===== src/rtl/jk_pkg.sv =====
// Shared definitions for the JK flip-flop bank: op encodings, sequencer states
// and the JK next-state rule used by every cell.
package jk_pkg;

  localparam logic [1:0] JK_HOLD   = 2'b00;
  localparam logic [1:0] JK_RESET  = 2'b01;
  localparam logic [1:0] JK_SET    = 2'b10;
  localparam logic [1:0] JK_TOGGLE = 2'b11;

  typedef enum logic [1:0] {
    ST_IDLE   = 2'b00,
    ST_APPLY  = 2'b01,
    ST_COMMIT = 2'b10
  } state_e;

  function automatic logic jk_next(input logic q, input logic j, input logic k);
    logic r;
    case ({j, k})
      JK_HOLD:   r = q;
      JK_RESET:  r = 1'b0;
      JK_SET:    r = 1'b1;
      JK_TOGGLE: r = ~q;
      default:   r = q;
    endcase
    return r;
  endfunction

endpackage


===== src/rtl/jk_cell.sv =====
// One JK flip-flop with clock enable and asynchronous active-low clear.
module jk_cell
  import jk_pkg::*;
(
  input  logic clk,
  input  logic rst_n,
  input  logic en_i,
  input  logic j_i,
  input  logic k_i,
  output logic q_o
);

  logic q_q;

  // Cell state: only moves when the bank sequencer commits to this cell.
  always_ff @(posedge clk or negedge rst_n) begin
    if (!rst_n) begin
      q_q <= 1'b0;
    end else if (en_i) begin
      q_q <= jk_next(q_q, j_i, k_i);
    end else begin
      q_q <= q_q;
    end
  end

  assign q_o = q_q;

endmodule


===== src/rtl/jk_bank_arbiter.sv =====
// Round-robin arbiter sharing a JK flip-flop bank between two requesters; each
// granted op runs APPLY then COMMIT, and completion is reported by done/err.
module jk_bank_arbiter
  import jk_pkg::*;
#(
  parameter int N_FLOPS = 8,
  parameter int IDX_W   = 3
) (
  input  logic               clk,
  input  logic               rst_n,
  input  logic               req0_valid_i,
  input  logic [IDX_W-1:0]   req0_idx_i,
  input  logic [1:0]         req0_op_i,
  output logic               req0_ready_o,
  input  logic               req1_valid_i,
  input  logic [IDX_W-1:0]   req1_idx_i,
  input  logic [1:0]         req1_op_i,
  output logic               req1_ready_o,
  output logic [N_FLOPS-1:0] q_o,
  output logic               busy_o,
  output logic               done_o,
  output logic               done_id_o,
  output logic               err_o
);

  state_e             state_q, state_d;
  logic               last_q, last_d;
  logic               id_q, id_d;
  logic [IDX_W-1:0]   idx_q, idx_d;
  logic [1:0]         op_q, op_d;
  logic               done_q, done_d;
  logic               err_q, err_d;
  logic               done_id_q, done_id_d;

  logic               grant_any_s;
  logic               grant_id_s;
  logic               oor_s;
  logic               drive_s;
  logic [N_FLOPS-1:0] en_s;

  // Round-robin pick: on a tie the requester that did not win last time goes.
  always_comb begin
    grant_any_s = req0_valid_i | req1_valid_i;
    if (req0_valid_i && req1_valid_i) begin
      grant_id_s = ~last_q;
    end else if (req1_valid_i) begin
      grant_id_s = 1'b1;
    end else begin
      grant_id_s = 1'b0;
    end
  end

  assign req0_ready_o = (state_q == ST_IDLE) && grant_any_s && !grant_id_s;
  assign req1_ready_o = (state_q == ST_IDLE) && grant_any_s &&  grant_id_s;

  assign oor_s   = (32'(idx_q) >= N_FLOPS);
  assign drive_s = (state_q != ST_IDLE);

  // Sequencer next state, request latch and completion reporting.
  always_comb begin
    state_d   = state_q;
    last_d    = last_q;
    id_d      = id_q;
    idx_d     = idx_q;
    op_d      = op_q;
    done_d    = 1'b0;
    err_d     = 1'b0;
    done_id_d = done_id_q;
    case (state_q)
      ST_IDLE: begin
        if (grant_any_s) begin
          state_d = ST_APPLY;
          last_d  = grant_id_s;
          id_d    = grant_id_s;
          idx_d   = grant_id_s ? req1_idx_i : req0_idx_i;
          op_d    = grant_id_s ? req1_op_i  : req0_op_i;
        end else begin
          state_d = ST_IDLE;
        end
      end
      ST_APPLY: begin
        state_d = ST_COMMIT;
      end
      ST_COMMIT: begin
        state_d   = ST_IDLE;
        done_d    = 1'b1;
        err_d     = oor_s;
        done_id_d = id_q;
      end
      default: begin
        state_d = ST_IDLE;
      end
    endcase
  end

  // Sequencer and status registers; last_q resets to 1 so requester 0 wins the first tie.
  always_ff @(posedge clk or negedge rst_n) begin
    if (!rst_n) begin
      state_q   <= ST_IDLE;
      last_q    <= 1'b1;
      id_q      <= 1'b0;
      idx_q     <= '0;
      op_q      <= JK_HOLD;
      done_q    <= 1'b0;
      err_q     <= 1'b0;
      done_id_q <= 1'b0;
    end else begin
      state_q   <= state_d;
      last_q    <= last_d;
      id_q      <= id_d;
      idx_q     <= idx_d;
      op_q      <= op_d;
      done_q    <= done_d;
      err_q     <= err_d;
      done_id_q <= done_id_d;
    end
  end

  // An out-of-range index matches no cell, so the bank is left untouched.
  for (genvar i = 0; i < N_FLOPS; i++) begin : g_cell
    assign en_s[i] = (state_q == ST_COMMIT) && (32'(idx_q) == i);
    jk_cell u_cell (
      .clk   (clk),
      .rst_n (rst_n),
      .en_i  (en_s[i]),
      .j_i   (drive_s & op_q[1]),
      .k_i   (drive_s & op_q[0]),
      .q_o   (q_o[i])
    );
  end

  assign busy_o    = drive_s;
  assign done_o    = done_q;
  assign done_id_o = done_id_q;
  assign err_o     = err_q;

endmodule

===== config.mk =====
export PLATFORM = sky130hd
export DESIGN_NAME = jk_bank_arbiter
export DESIGN_NICKNAME = d
export VERILOG_FILES = /design/src/rtl/jk_pkg.sv /design/src/rtl/jk_cell.sv /design/src/rtl/jk_bank_arbiter.sv
export SDC_FILE = /design/constraint.sdc
export NUM_CORES = 1
export LEC_CHECK = 0
export CAP_MARGIN = 20
export CORE_MARGIN = 1.5
export CORE_UTILIZATION = 45
export DETAILED_ROUTE_END_ITERATION = 6
export DONT_BUFFER_PORTS = 1
export PLACE_DENSITY = 0.59
export SYNTH_ARGS = -nofsm -noshare
export SYNTH_HDL_FRONTEND = slang
export SYNTH_HIERARCHICAL = 1
export SYNTH_SLANG_ARGS = --single-unit

===== constraint.sdc =====
create_clock -name clk -period 1.55 [get_ports clk]
set_clock_uncertainty 0.1 [all_clocks]
set_input_delay 0.0775 -clock clk [delete_from_list [all_inputs] [get_ports clk]]
set_output_delay 0.0775 -clock clk [all_outputs]
set_load 0.02 [all_outputs]

==> out/results.txt, run 1 <==
Synthesized flop and latch total: 19
Crit Path Max Fanout: 8
Hold depth: 2
R2R depth: 4
Antenna-violating nets left: 0
Max cap viols: 0
Core area: 1760 µm²
CTS sink count: 19
Root Driver: clkbuf_4
H-tree levels: 1
Minimum clock period: 1.56 ns
Setup slack after layout: -0.0142 ns
Period utilization: 101%
Ys async rst share: 100%
TritonCTS clock tree: built
Main synth FF type: dfrtp_1
Vias/cell: 5.32
IO Count: 28
Hold WC Path Type: primary input to register
Critical path arrival: 1.39 ns
Fmax: 639 MHz
Die ar.: 2180 µm²
Worst IR Drop VDD: 1070 µV
Pins Over Slew Limit: 0
RSZ-0062 raised after global routing: yes
Register area share after synthesis: 55.5%
Synthesized area: 860 µm²
First-pass GRT wire length: 2820 µm
Leak Pwr: 0.496 nW
Setup violators final: 1
Row count: 15
DPL Wire Length: 1100 µm
Post-synth EDFFs: 0
CP Cell Sequence: nor2_2 -> nand3_1 -> inv_2
Detailed Route Iter0 Violations: 20
Via count: 702
Critical Path Start Type: register
Final Hold Fails: 0
Slew @ Worst Pin: 0.836 ns
WP depth: 3
Number of global-route vias before repair: 659
Starting Density: 48.7%
Final non-filler cell area: 1060 µm²
Cts bufs inserted: 3
Routed len/inst: 13.4 µm
CP required: 1.37 ns
Worst-case clock buffer depth: 2
Clock edge transition at the registers on the reported setup and hold paths: 0.10 ns
Remaining Overflow, GRT: 0
Syn_nets: 104
Pwr/cell area: 1870 nW/µm²
Routed wire length: 1770 µm
Total track usage: 18.5%
Die Wd: 46.7 µm
Share of layout cells above drive strength 1: 13.1%
Hold slack final: 0.00733 ns
Antenna violations before repair: 0
Syn. warnings: 6
Largest delay contributor family on the critical path: simple AND/OR/NAND/NOR gates
Gate Count Post-Synth: 90
Slowest CP cell: dfrtp_1
Relative slew slack: 44.1%
Number of diodes: 0
Total power: 1.98 mW
GP Congestion: 0.780
Largest net degree at the start of global routing: 20
Critical path type: register to output pin
CP bufs+invs: 1
Netlist cell types: 21
Area Overhead vs Synth: 23.3%
DR pass1 iterations: 4
Area post-placement: 880 µm²
Final net count: 122
Die Y: 46.7 µm
Largest stage delay on the critical path: 0.42 ns
Violated checks: negative setup slack
Pre-CTS setup slack: 0.0814 ns
DRC violations left: 0
PortBufs: 0
Outcome: finished, violations left
Syn Area/Cell: 9.55 µm²
Skew-Pair Late Insertion Delay: 0.29 ns
CP endpoint kind: output pin
==> cell type report <==
class / instances / area, µm²
Timing Repair Buffer: 15 / 148
Clock buffer: 4 / 26.3
Inverter: 13 / 48.8
Sequential cell: 19 / 477
Multi-Input combinational cell: 56 / 329
Tap cell: 25 / 31.3
Fill cell: 169 / 704
==> path summary, 6_finish.rpt <==
check,to,slack [ns],startpoint
min,last_q$_DFFE_PN1P_,0.007,req1_valid_i
max in group asynchronous,g_cell[3].u_cell/q_o$_DFFE_PN0P_,0.61,rst_n
max,req1_ready_o,-0.01,state_q[1]$_DFF_PN0_
min reg2reg,last_q$_DFFE_PN1P_,0.39,last_q$_DFFE_PN1P_
max reg2reg,state_q[0]$_DFF_PN0_,0,state_q[1]$_DFF_PN0_
min in group asynchronous,state_q[1]$_DFF_PN0_,0.22,rst_n
==> sequential cells by signal, indices dropped and copies added, names as in the netlist <==
| signal | count |
|---|---|
| done_id_o | 1 |
| done_o | 1 |
| g_cell.u_cell/q_o | 8 |
| id_q | 1 |
| idx_q | 3 |
| last_q | 1 |
| op_q | 2 |
| state_q | 2 |
==> worst reg2reg max path: stages (launching register included) <==
cell and delay [ns]:
dfrtp_1 0.42, nor2_2 0.17, inv_1 0.14, nor2_1 0.13
dlygate4sd3_1 0.55
==> repair_timing <==
item / 4_1_cts / 5_1_grt
gates resized for setup: 2 / 4
hold endpoints to repair: 26 / 1
setup buffers: 0 / 0
endpoints found under the setup margin: 2 / 6
gates cloned: 0 / 0
hold buffers: 13 / 1
==> cell usage after synthesis (2+ instances only) <==
cell type / instances / share of area, %
nor3_1: 2 / 1.2
o21ai_0: 3 / 1.7
dfrtp_1: 18 / 52
nand2_1: 5 / 2.2
a31oi_1: 8 / 5.8
o21ai_1: 4 / 2.3
nand2b_1: 4 / 2.9
nor2_1: 8 / 3.5
o221ai_1: 5 / 5.1
inv_1: 13 / 5.7
a21oi_1: 8 / 4.7
and2_1: 2 / 1.5
nand3_1: 2 / 1.2
==> cell usage in the layout, fill, tap and decap left out, drive strengths merged <==
master,instances
dfstp,1
nor2,9
a21oi,8
nor3,2
a31oi,8
buf,1
clkbuf,4
nand2b,4
mux2,1
dlygate4sd3,14
dfrtp,18
and2,2
conb,1
o21ai,7
o221ai,5
nand2,5
nand3,2
and2b,2
inv,13
==> through the flow <==
step | TNS (ns) | instances | utilization (%)
2_1_floorplan | 0 | 90 | -
3_3_place_gp | 0 | 114 | 49.9
3_5_place_dp | 0 | 114 | 49.9
4_1_cts | 0 | 131 | 58.7
5_1_grt | -0.258 | 132 | 60.1
6_report | -0.0142 | 132 | 60.1
==> cells by family (layout without fill, tap and decap cells) <==
group | Yosys count | count (layout) | share of synthesized area, %
AND/OR/NAND/NOR | 26 | 26 | 15.3
buffers and inverters | 15 | 32 | 7.86
flip-flops | 19 | 19 | 55.5
multiplexers | 1 | 1 | 1.31
AO/OA/AOI/OAI | 28 | 28 | 19.7
other | 1 | 1 | 0.436
==> layer usage <==
layer / up-vias / share of wire [%] / GRT usage (%)
met5: - / 0 / 0
met2: 35 / 47 / 26.7
li1: 339 / - / -
met4: 0 / 2.7 / 10.0
met1: 322 / 43 / 23.8
met3: 6 / 7.3 / 7.45
==> power breakdown <==
group          switching (mW)  internal, mW  total (mW)  leakage, nW
clock network           0.142         0.100       0.242       0.0150
logic                   0.387         0.288       0.675        0.240
registers               0.331         0.729        1.06        0.241
Note: power is estimated with default switching activity, not from simulation.
==> inputs of run 2 (changes only) <==
--- a/config.mk
+++ b/config.mk
@@ -8,6 +8,7 @@
 export CAP_MARGIN = 20
 export CORE_MARGIN = 1.5
 export CORE_UTILIZATION = 45
+export CTS_BUF_LIST = sky130_fd_sc_hd__clkbuf_16
 export DETAILED_ROUTE_END_ITERATION = 6
 export DONT_BUFFER_PORTS = 1
 export PLACE_DENSITY = 0.59
==> run 2 against run 1 <==
  * The run now ends clean
  * Setup slack improved by 0.081 ns
  * Maximum frequency increased by 5.5%
  * Count of clock-buffer cells in the layout decreased by 1
  * Core utilization increased by 3.1 points
  * Critical path type unchanged
  * Largest power group unchanged
==> out/results.txt, run 2 (synthesis results as in run 1) <==
DPL Wire Length: 1100 µm (unchanged)
Total track usage: 19.3% (+0.72 points)
Worst-case clock buffer depth: 2 (unchanged)
Largest net degree at the start of global routing: 20 (unchanged)
Max cap viols: 0 (unchanged)
Via count: 703 (+0.14%)
Critical Path Start Type: register
Commonest non-fill, non-tap cell in the layout: dfrtp_1
Max reg flops: 8 (unchanged)
Slew @ Worst Pin: 0.846 ns (+0.00998 ns)
R2r endpoint: g_cell[4].u_cell/q_o$_DFFE_PN0P_
Total power: 2.25 mW (+14%)
CP endpoint kind: output pin
Worst IR Drop VDD: 1190 µV (+12%)
Critical path arrival: 1.31 ns (-0.08 ns)
H-tree levels: 1 (unchanged)
Routed wire length: 1810 µm (+2.1%)
Placed insts: 114 (unchanged)
IO Count: 28 (unchanged)
Minimum clock period: 1.48 ns (-0.0811 ns)
Setup tns final: 0 ns (+0.0142 ns)
Largest stage delay on the critical path: 0.53 ns (+0.11 ns)
Die ar.: 2180 µm² (unchanged)
Fmax: 674 MHz (+5.5%)
Starting Density: 48.7% (unchanged)
DRC violations left: 0 (unchanged)
Root Driver: clkbuf_16
R2R Setup Slk: 0.10 ns (+0.10 ns)
Remaining Overflow, GRT: 0 (unchanged)
Slowest CP cell: dfstp_2
R2R depth: 5 (+1)
Core area: 1760 µm² (unchanged)
Most frequent cells in the layout: dfrtp_1, dlygate4sd3_1, inv_1
Hold WC Path Type: primary input to register
Antenna violations before repair: 0 (unchanged)
Row count: 15 (unchanged)
Skew-Pair Late Insertion Delay: 0.25 ns (-0.04 ns)
Final Hold Fails: 0 (unchanged)
Crit. Startpoint: last_q$_DFFE_PN1P_
Setup violators final: 0 (-1)
Crit Path Max Fanout: 6 (-2)
DR pass1 iterations: 4 (unchanged)
Clock edge transition at the registers on the reported setup and hold paths: 0.05 ns (-0.05 ns)
Die Wd: 46.7 µm (unchanged)
Fillcell total: 163 (-3.6%)
CTS sink count: 19 (unchanged)
CP bufs+invs: 1 (unchanged)
Hold path startpoint: req0_valid_i
Share of layout cells above drive strength 1: 12.1% (-0.93 points)
Hold path endpoint: last_q$_DFFE_PN1P_
Detailed Route Iter0 Violations: 21 (+5.0%)
Register area: 477 µm² (unchanged)
CP required: 1.37 ns (about the same)
Post-CTS Setup Bufs: 0 (unchanged)
Final net count: 122 (unchanged)
Largest delay contributor family on the critical path: flip-flops
Vias/cell: 5.33 (+0.14%)
Leak Pwr: 0.527 nW (+6.1%)
Post-layout util: 63.2% (+3.1 points)
Post-route insts no fill: 132 (unchanged)
RSZ-0062 raised after global routing: yes
Area Overhead vs Synth: 29.7%
Area post-placement: 880 µm² (unchanged)
Multi-input gate area: 332 µm² (+0.76%)
FF-to-FF Start: state_q[1]$_DFF_PN0_
Pins Over Slew Limit: 0 (unchanged)
Pwr/cell area: 2020 nW/µm² (+8.2%)
Die Y: 46.7 µm (unchanged)
Hold depth: 3 (+1)
TritonCTS clock tree: built
Relative slew slack: 43.4% (-0.67 points)
Number of global-route vias before repair: 670 (+1.7%)
GP Congestion: 0.780 (unchanged)
PortBufs: 0 (unchanged)
Period utilization: 95.7% (-5.2 points)
Cts bufs inserted: 3 (unchanged)
Critical path type: register to output pin
CP Cell Sequence: nand2b_1 -> nand3_1 -> inv_2
First-pass GRT wire length: 2860 µm (+1.5%)
Routed len/inst: 13.7 µm (+2.1%)
Number of diodes: 0 (unchanged)
Final non-filler cell area: 1110 µm² (+5.2%)
Outcome: completed
Antenna-violating nets left: 0 (unchanged)
[run 2: changes by cell type in the layout (fill, tap and decap cells not counted)]
cell | previous run | this run
inv_2 | 2 | 1
nor2_2 | 2 | 1
nand3_1 | 2 | 1
nor2_1 | 7 | 8
nand3_2 | 0 | 1
clkbuf_1 | 1 | 0
clkbuf_16 | 0 | 3
clkbuf_4 | 3 | 0
inv_1 | 11 | 13
[run 2: final cells by class]
| class | count | area share [%] |
|---|---|---|
| repair buffers | 15 | 13.2 |
| clock inverters | 1 | 0.337 |
| multi-input cells | 56 | 29.7 |
| inverters | 13 | 4.38 |
| flip-flops and latches | 19 | 42.8 |
| clock buffers | 3 | 6.73 |
| well taps | 25 | 2.81 |
[run 2: power by group]
part | leakage (nW) | internal (mW) | switching [mW]
Clock | 0.0423 | 0.343 | 0.174
Combinational | 0.243 | 0.276 | 0.393
Sequential | 0.241 | 0.732 | 0.332
[run 2: how the worst max path moves through the flow]
stage,to,cells after the start,slack (ns)
floorplan,g_cell[0].u_cell/q_o$_DFFE_PN0P_,6,0.22
global placement,g_cell[2].u_cell/q_o$_DFFE_PN0P_,5,0.1
detailed placement,g_cell[2].u_cell/q_o$_DFFE_PN0P_,5,0.08
CTS,req1_ready_o,3,0.03
global route,req0_ready_o,3,-0.04
finish,req0_ready_o,3,0.07
[run 2: stage by stage]
stage	hold slack [ns]	setup slack [ns]
final	0.0259	0.0669
after global routing	0.0484	-0.0382
after CTS	0.0418	0.0348
after detailed placement	-0.318	0.0814
after global placement	-0.318	0.0973
after floorplan	-0.318	0.216
[run 2: per-layer routing]
metal / global-route usage (%) / vias to the layer above / part of all wire, %
li1: - / 338 / -
met1: 23.3 / 323 / 43
met2: 27.8 / 31 / 46
met3: 8.63 / 11 / 6.3
met4: 12.2 / 0 / 4.2
met5: 0 / - / 0
[run 2: worst register-to-register path, delay by kind of cell, from the launching register on]
family	cells	cell delay [ns]
buffers and inverters	1	0.14
and+or+nand+nor	2	0.46
DFF	1	0.40
AOI/OAI and AO/OA	2	0.21
[run 2: repair_timing]
| action | in CTS | in global routing |
|---|---|---|
| setup endpoints to repair | 0 | 7 |
| hold buffers | 13 | 1 |
| resized for setup | 0 | 5 |
| endpoints found under the hold margin | 25 | 2 |
==> inputs of run 3 (changes only) <==
--- a/config.mk
+++ b/config.mk
@@ -6,7 +6,7 @@
 export NUM_CORES = 1
 export LEC_CHECK = 0
 export CAP_MARGIN = 20
-export CORE_MARGIN = 1.5
+export CORE_MARGIN = 3
 export CORE_UTILIZATION = 45
 export CTS_BUF_LIST = sky130_fd_sc_hd__clkbuf_16
 export DETAILED_ROUTE_END_ITERATION = 6
==> run 3 against run 2 <==
  * The flow now finishes with violations (negative hold slack)
  * Sequential share of layout area fell by 0.24 points
  * Largest cell class unchanged
  * Maximum frequency rose by 2.3%
  * Design area rose by 0.56%
  * Hold slack got worse by 0.026 ns
  * Via count fell by 3.8%
  * Sequential cell count did not move
  * Final cell count rose by 0.76%
  * Routed wire length fell by 1.9%
==> out/results.txt, run 3 (synthesis results as in run 1) <==
Outcome: finished, violations left
Violated checks: negative hold slack
IO Count: 28 (unchanged)
Final net count: 123 (+0.82%)
Critical Path Start Type: register
Hold depth: 3 (unchanged)
Setup slack after layout: 0.100 ns (+0.0335 ns)
GRT Max-Usage Layer: met2
Antenna violations before repair: 0 (unchanged)
Post-CTS Setup Bufs: 0 (unchanged)
Slew @ Worst Pin: 0.832 ns (-0.0142 ns)
Hold path startpoint: req0_valid_i
PortBufs: 0 (unchanged)
Grt met3 use: 3.93% (-4.7 points)
Leak Pwr: 0.531 nW (+0.77%)
Commonest non-fill, non-tap cell in the layout: dfrtp_1
Die ar.: 2470 µm² (+13%)
DR pass1 iterations: 4 (unchanged)
Pwr/cell area: 2010 nW/µm² (-0.61%)
Post-route insts no fill: 133 (+0.76%)
Die Wd: 49.7 µm (+6.4%)
Placed insts: 115 (+0.88%)
GP Congestion: 0.790 (+1.3%)
Remaining Overflow, GRT: 0 (unchanged)
Switching share of power: 39.3% (-0.72 points)
Period utilization: 93.5% (-2.2 points)
DRC violations left: 0 (unchanged)
CP required: 1.37 ns (about the same)
R2r endpoint: g_cell[7].u_cell/q_o$_DFFE_PN0P_
Cts bufs inserted: 3 (unchanged)
Die Y: 49.7 µm (+6.4%)
Hold path endpoint: last_q$_DFFE_PN1P_
CTS sink count: 19 (unchanged)
Max cap viols: 0 (unchanged)
CP endpoint kind: output pin
Routed wire length: 1780 µm (-1.9%)
Share of layout cells above drive strength 1: 12.0% (-0.11 points)
Relative slew slack: 44.3% (+0.95 points)
Total track usage: 15.8% (-3.5 points)
Setup violators final: 0 (unchanged)
Critical path type: register to output pin
Number of diodes: 0 (unchanged)
Crit Path Max Fanout: 6 (unchanged)
Hold slack final: -0.0000727 ns (-0.0260 ns)
Skew-Pair Late Insertion Delay: 0.25 ns (about the same)
Clock edge transition at the registers on the reported setup and hold paths: 0.05 ns (about the same)
Core area: 1760 µm² (unchanged)
FF-to-FF Start: state_q[0]$_DFF_PN0_
M2 GR Usage: 27.5% (-0.24 points)
R2R Setup Slk: 0.13 ns (+0.03 ns)
Clk pwr share: 22.9% (about the same)
RSZ-0062 raised after global routing: no
Area Overhead vs Synth: 30.4%
Detailed Route Iter0 Violations: 11 (-48%)
R2R depth: 5 (unchanged)
DPL Wire Length: 1170 µm (+6.2%)
Starting Density: 48.7% (unchanged)
P_sw: 883 µW (-1.9%)
Critical path arrival: 1.27 ns (-0.04 ns)
Largest net degree at the start of global routing: 20 (unchanged)
TritonCTS clock tree: built
Worst IR Drop VDD: 1130 µV (-5.7%)
Total internal power: 1.37 mW (+1.1%)
Final Hold Fails: 1 (+1)
Worst-case clock buffer depth: 2 (unchanged)
Met1 usage: 17.5% (-5.8 points)
Combinational Power Share: 29.9% (+0.2 points)
Max reg flops: 8 (unchanged)
Fmax: 690 MHz (+2.3%)
Hold WC Path Type: primary input to register
Minimum clock period: 1.45 ns (-0.0335 ns)
Number of global-route vias before repair: 690 (+3.0%)
Root Driver: clkbuf_16
Via count: 676 (-3.8%)
H-tree levels: 1 (unchanged)
Row count: 15 (unchanged)
Routed len/inst: 13.4 µm (-2.7%)
Most frequent cells in the layout: dfrtp_1, dlygate4sd3_1, inv_1
Pre-CTS setup slack: 0.105 ns (+0.0239 ns)
Antenna-violating nets left: 0 (unchanged)
Vias/cell: 5.08 (-4.6%)
First-pass GRT wire length: 2930 µm (+2.7%)
Sequential share of power: 47.2% (about the same)
Pins Over Slew Limit: 0 (unchanged)
Setup tns final: 0 ns (unchanged)
-- run 3: cell types whose count changed in the layout (fill, tap and decap cells not counted) --
cell and delta:
and2_1 +1, buf_4 +1, and2_2 -1
-- run 3: worst max path at each step --
stage | start | end | slack (ns)
floorplan | state_q[1]$_DFF_PN0_ | g_cell[0].u_cell/q_o$_DFFE_PN0P_ | 0.22
global placement | state_q[0]$_DFF_PN0_ | g_cell[0].u_cell/q_o$_DFFE_PN0P_ | 0.1
detailed placement | state_q[0]$_DFF_PN0_ | g_cell[0].u_cell/q_o$_DFFE_PN0P_ | 0.11
CTS | state_q[1]$_DFF_PN0_ | req1_ready_o | 0.04
global route | state_q[0]$_DFF_PN0_ | g_cell[7].u_cell/q_o$_DFFE_PN0P_ | 0.03
finish | last_q$_DFFE_PN1P_ | req0_ready_o | 0.10
-- run 3: timing repair --
item | 4_1_cts | 5_1_grt
hold buffers | 13 | 1
endpoints found under the hold margin | 25 | 2
gates resized for setup | 0 | 4
setup endpoints to repair | 0 | 4
-- run 3: power by group through the flow --
| stage | clock, mW | sequential [mW] | combinational [mW] |
|---|---|---|---|
| 2_1_floorplan | 0 | 1.02 | 0.529 |
| 3_3_place_gp | 0 | 1.06 | 0.623 |
| 3_5_place_dp | 0 | 1.06 | 0.626 |
| 4_1_cts | 0.530 | 1.05 | 0.664 |
| 5_1_grt | 0.551 | 1.09 | 0.762 |
| 6_report | 0.514 | 1.06 | 0.673 |
-- run 3: metal layers --
layer,up-vias,part of all wire (%)
met1,307,46
met2,23,49
met4,0,0.79
met5,-,0
met3,2,4.7
li1,344,-
-- run 3: area by class of cell --
class	instances	area (µm²)
multi-input cells	56	330
clock inverters	1	3.75
inverters	13	48.8
repair buffers	16	155
flip-flops and latches	19	477
clock buffers	3	75.1
well taps	25	31.3
fillers	157	643
-- run 3: per-stage QoR --
stage	power (mW)	cell area (µm²)	hold slack [ns]	utilization (%)
after floorplan	1.55	860	-0.318	-
after global placement	1.69	887	-0.318	50.3
after detailed placement	1.69	887	-0.318	50.3
after CTS	2.25	1100	0.0464	62.1
after global routing	2.41	1120	0.0366	63.5
final	2.25	1120	-0.0000727	63.5
-- run 3: critical path, stage by stage, from the launching register on --
cell and delay (ns):
dfstp_2 0.53, nand2b_1 0.09, nand3_1 0.22, inv_2 0.18
